## config.mk

```make
export PLATFORM = sky130hd
export DESIGN_NAME = serial_nbit_adder
export DESIGN_NICKNAME = d
export VERILOG_FILES = /design/src/rtl/adder_pkg.sv /design/src/rtl/adder_chunk.sv /design/src/rtl/serial_nbit_adder.sv
export SDC_FILE = /design/constraint.sdc
export NUM_CORES = 1
export LEC_CHECK = 0
export ABC_AREA = 1
export CAP_MARGIN = 20
export CELL_PAD_IN_SITES_DETAIL_PLACEMENT = 1
export CELL_PAD_IN_SITES_GLOBAL_PLACEMENT = 1
export CORE_MARGIN = 2
export CORE_UTILIZATION = 35
export DETAILED_ROUTE_END_ITERATION = 10
export PLACE_DENSITY_LB_ADDON = 0.2
export SYNTH_ARGS = -nofsm -noshare
export SYNTH_HDL_FRONTEND = slang
export SYNTH_SLANG_ARGS = --single-unit
```

## constraint.sdc

```tcl
create_clock -name clk -period 3.74 [get_ports clk]
set_clock_uncertainty 0.15 [all_clocks]
set_input_delay 0.748 -clock clk [delete_from_list [all_inputs] [get_ports clk]]
set_output_delay 0.748 -clock clk [all_outputs]
set_load 0.01 [all_outputs]
```

## src/rtl/adder_pkg.sv

```systemverilog
// Shared types and default sizing for the chunked serial adder.
package adder_pkg;

  typedef enum logic [1:0] {
    IDLE = 2'd0,
    ADD  = 2'd1,
    DONE = 2'd2
  } state_t;

  localparam int DEF_WIDTH = 16;
  localparam int DEF_CHUNK = 4;

endpackage

```

## src/rtl/adder_chunk.sv

```systemverilog
// Combinational CHUNK-bit ripple adder. Exposes the carry into the chunk
// MSB so the caller can derive signed overflow on the top chunk.
module adder_chunk #(
  parameter int CHUNK = 4
) (
  input  logic [CHUNK-1:0] a,
  input  logic [CHUNK-1:0] b,
  input  logic             ci,
  output logic [CHUNK-1:0] s,
  output logic             co,
  output logic             c_msb
);

  logic [CHUNK:0] w_c;

  assign w_c[0] = ci;

  for (genvar i = 0; i < CHUNK; i++) begin : g_bit
    assign s[i]     = a[i] ^ b[i] ^ w_c[i];
    assign w_c[i+1] = (a[i] & b[i]) | (w_c[i] & (a[i] ^ b[i]));
  end

  assign co    = w_c[CHUNK];
  assign c_msb = w_c[CHUNK-1];

endmodule

```

## src/rtl/serial_nbit_adder.sv

```systemverilog
// Multi-cycle adder: processes CHUNK bits per clock, LSB chunk first.
// Optional subtract support is enabled with SERIAL_NBIT_ADDER_SUBTRACT_EN.
module serial_nbit_adder
  import adder_pkg::*;
#(
  parameter int WIDTH = DEF_WIDTH,
  parameter int CHUNK = DEF_CHUNK
) (
  input  logic             clk,
  input  logic             n_rst,
  input  logic             start,
  input  logic [WIDTH-1:0] a,
  input  logic [WIDTH-1:0] b,
  input  logic             c_in,
`ifdef SERIAL_NBIT_ADDER_SUBTRACT_EN
  input  logic             sub,
`endif
  output logic             busy,
  output logic             done,
  output logic [WIDTH-1:0] sum,
  output logic             c_out,
  output logic             overflow
);

  localparam int NCHUNK = WIDTH / CHUNK;
  localparam int KW     = (NCHUNK > 1) ? $clog2(NCHUNK) : 1;

  if (WIDTH % CHUNK != 0) begin : g_bad_cfg
    $error("serial_nbit_adder: WIDTH must be a multiple of CHUNK");
  end

  state_t           r_state, w_next;
  logic [WIDTH-1:0] r_a, r_b, r_sum;
  logic [KW-1:0]    r_k;
  logic             r_carry, r_cout, r_ovf;

  logic [CHUNK-1:0] w_s;
  logic             w_co, w_cmsb, w_last;
  logic [WIDTH-1:0] w_b_in;
  logic             w_c_in;

  assign w_last = (r_k == KW'(NCHUNK - 1));

  // Operand conditioning at capture: subtract stores ~b with a forced carry of 1.
`ifdef SERIAL_NBIT_ADDER_SUBTRACT_EN
  assign w_b_in = sub ? ~b : b;
  assign w_c_in = sub ? 1'b1 : c_in;
`else
  assign w_b_in = b;
  assign w_c_in = c_in;
`endif

  adder_chunk #(.CHUNK(CHUNK)) u_chunk (
    .a     (r_a[r_k*CHUNK +: CHUNK]),
    .b     (r_b[r_k*CHUNK +: CHUNK]),
    .ci    (r_carry),
    .s     (w_s),
    .co    (w_co),
    .c_msb (w_cmsb)
  );

  // State register.
  always_ff @(posedge clk) begin
    if (!n_rst) r_state <= IDLE;
    else        r_state <= w_next;
  end

  // Next-state: start only honoured in IDLE; DONE lasts one cycle.
  always_comb begin
    w_next = r_state;
    case (r_state)
      IDLE:    if (start) w_next = ADD;
      ADD:     if (w_last) w_next = DONE;
      DONE:    w_next = IDLE;
      default: w_next = IDLE;
    endcase
  end

  // Status outputs decoded from state.
  always_comb begin
    busy = (r_state == ADD);
    done = (r_state == DONE);
  end

  // Datapath: capture operands on accept, then one chunk per ADD cycle.
  always_ff @(posedge clk) begin
    if (!n_rst) begin
      r_a     <= '0;
      r_b     <= '0;
      r_sum   <= '0;
      r_k     <= '0;
      r_carry <= 1'b0;
      r_cout  <= 1'b0;
      r_ovf   <= 1'b0;
    end else begin
      case (r_state)
        IDLE: if (start) begin
          r_a     <= a;
          r_b     <= w_b_in;
          r_carry <= w_c_in;
          r_k     <= '0;
        end
        ADD: begin
          r_sum[r_k*CHUNK +: CHUNK] <= w_s;
          r_carry                   <= w_co;
          r_k                       <= r_k + 1'b1;
          if (w_last) begin
            r_cout <= w_co;
            r_ovf  <= w_co ^ w_cmsb;
          end
        end
        default: ;
      endcase
    end
  end

  assign sum      = r_sum;
  assign c_out    = r_cout;
  assign overflow = r_ovf;

endmodule

```

==> summary.md <==
| Metric | Value |
|---|---|
| Clock-pin slew on the worst setup and hold paths | `0.10 ns` |
| Unrepaired setup endpoints after global routing | `no` |
| Cell area after synthesis | `2475 um2` |
| Via count | `2,320` |
| Net count of the finished layout | `443` |
| Fmax | `305.5 MHz` |
| Drt first pass iters | `4` |
| Share of layout cells above drive strength 1 | `0.04271` |
| Post-DP Area | `3095 um2` |
| Setup violators final | `0` |
| Area Overhead vs Synth | `28.92%` |
| Setup_tns | `0 ns` |
| First-pass GRT wire length | `10,640 um` |
| Yosys cell types | `21` |
| Sequential fraction of the synthesis area | `0.4449` |
| Area contributors post-synth | `dfxtp_1, nor2_1, o21ai_0` |
| Clock root cell | `clkbuf_8` |
| Clock Path Buffers | `2` |
| DIE HEIGHT | `88.09 um` |
| LEAKAGE | `1.330 nW` |
| Fillers | `879` |
| Largest net degree at the start of global routing | `39` |
| Initial antenna violation count | `0` |
| Final Cell Area | `3191 um2` |
| Crit share post-route | `0.8753` |
| Post-DP HPWL | `4809 um` |
| Crit path max-delay cell type | `dfxtp_1` |
| Reg area | `1101 um2` |
| Pwr per Cell Area | `392.9 nW/um2` |
| Critical path endpoint category | `flop` |
| DIE WIDTH | `88.09 um` |
| Grt ovf | `0` |
| Buffers on Ports | `55` |
| I/O pins | `56` |
| Drt initial violations | `44` |
| Max VDD drop | `0.0002041 V` |
| Total GRT Usage | `0.1747` |
| Yosys warns | `0` |
| Initial Util | `0.3623` |
| Worst-Margin Slew | `0.6053 ns` |
| DRC | `0` |
| Family with the most delay on the worst path | `adder cells` |
| Via density | `4.696` |
| H-Tree Depth | `2` |
| Fraction of registers with async set/reset | `0` |
| CTS tree | `built` |
| Maxcap violations | `0` |
| Hold_buf cts | `0` |
| Worst Hold Class | `flop to flop` |
| Slew HR | `0.5952` |
| CP required | `3.80 ns` |
| Count leader, synth | `nor2_1` |
| Post-route minimum period | `3.274 ns` |
| Final Hold Vio Count | `0` |
| Multi-input gate area in the final layout | `1177 um2` |
| EDFF count, synth | `0` |
| Worst-skew pair later-pin latency | `0.31 ns` |
| Die Footprint | `7760 um2` |
| Clock sink count | `55` |
| Core area | `6832 um2` |
| # rows | `30` |
| Setup Fix Bufs, Post-CTS | `0` |
| WS Path Type | `flop to flop` |
| Max-slew violation count | `0` |
| Top cell type by total area after synthesis | `dfxtp_1` |
| N_diodes | `0` |
| Max incr delay on CP | `0.52 ns` |
| Post-cts sizing count | `0` |
| Primary FF master, synth | `dfxtp_1` |
| CP max FO | `11` |
| Synth Register Bits | `55` |
| Final GP Congestion | `0.8201` |
| Total CTS buffers | `5` |
| Status | `finished clean` |
| CP arrival | `3.33 ns` |
| Syn avg cell area | `7.174 um2` |
| Wire per inst | `12.59 um` |
| Worst path cell trace | `buf_4 -> nand2_1 -> o21ai_0 -> a21oi_1 -> fa_1 -> inv_1 -> fa_1 -> inv_1 -> fa_1 -> inv_1 -> fa_1 -> nand2_1 -> nor2_1 -> nand2_1 -> nand2_1 -> inv_1 -> nor2_1` |
| Post-Syn Nets | `391` |
| Post-synth top area share | `0.4449` |
| CP bufs+invs | `5` |
| Total Wirelength | `6218 um` |
| Worst Setup Start Kind | `flop` |
| Synth top cells by count | `nor2_1, o21ai_0, dfxtp_1` |
| Synth Instances | `345` |
| Number of global-route vias before repair | `2,366` |
| ANT nets after route | `0` |
-- where the power goes --
group          switching [mW]  leakage [nW]  total, mW  internal, mW
Sequential             0.0224         0.452      0.647         0.625
Clock                   0.192        0.0484      0.345         0.152
Combinational           0.146         0.829      0.262         0.115
Total                   0.361          1.33       1.25         0.893
-- placed cells by master (no fill, tap or decap) --
cell type / n
inv_1: 26
a21oi_1: 20
fa_1: 4
o21ai_0: 57
clkdlybuf4s50_1: 55
nor2_1: 103
o21ai_1: 3
nand2_2: 2
buf_4: 5
o22ai_1: 4
clkinv_1: 1
nand2_1: 34
xnor2_1: 1
nor3_1: 3
dfxtp_1: 55
clkinv_4: 1
clkbuf_1: 1
nand3_1: 8
ha_1: 6
inv_2: 2
clkbuf_8: 6
or2_2: 1
-- cell families (layout without fill, tap and decap cells) --
kind of cell,Yosys count,after routing,synth area share
compound gates,84,84,0.1719
xor+xnor,1,1,0.003540
fa+ha+maj,10,10,0.06269
buf+inv,44,97,0.07937
flops,55,55,0.4449
simple gates,151,151,0.2376
-- layer usage --
| layer | vias up | GRT usage | part of all wire |
|---|---|---|---|
| li1 | 1201 | - | - |
| met1 | 1076 | 0.2094 | 0.46 |
| met2 | 36 | 0.3127 | 0.50 |
| met3 | 7 | 0.03582 | 0.029 |
| met4 | 0 | 0.05647 | 0.011 |
| met5 | - | 0 | 0 |
-- sequential cells by signal, indices dropped and copies added, names as in the netlist --
signal / flops
r_k: 2
overflow: 1
r_b: 16
r_carry: 1
sum: 16
r_state: 2
c_out: 1
r_a: 16
-- per-stage QoR --
step                power [mW]  hold slack, ns  utilization  setup slack [ns]  std cells
floorplan               0.8210          0.2738            -            0.7752        345
global placement        0.9161          0.3038       0.4531            0.6527        486
detailed placement      0.9269          0.3062       0.4531            0.4945        486
CTS                      1.267          0.3215       0.4670            0.4803        494
global route             1.330          0.3456       0.4670            0.2325        494
finish                   1.254          0.3178       0.4670            0.4665        494
-- layout make-up --
type / instances / area share
sequential: 55 / 0.3451
clock buffer: 7 / 0.02706
clock inverter: 1 / 0.002745
multi-input combinational: 246 / 0.3690
inverter: 29 / 0.03412
tap: 96 / 0.03765
timing repair buffer: 60 / 0.1843
-- worst paths after layout --
check | from | end | slack, ns | depth (start not counted)
max reg2reg | r_k[0] | sum[7] | 0.47 | 17
max | r_k[0] | sum[7] | 0.47 | 17
min reg2reg | sum[14] | sum[14] | 0.32 | 2
min | sum[14] | sum[14] | 0.32 | 2
-- worst register-to-register path, stage by stage, from the launching register on --
cell     delay, ns
dfxtp_1       0.52
buf_4         0.23
nand2_1       0.06
o21ai_0       0.10
a21oi_1       0.13
fa_1          0.40
inv_1         0.09
fa_1          0.16
inv_1         0.05
fa_1          0.40
inv_1         0.09
fa_1          0.44
nand2_1       0.11
nor2_1        0.06
nand2_1       0.06
nand2_1       0.05
inv_1         0.06
nor2_1        0.03
Power figures use the tool's default switching activity.
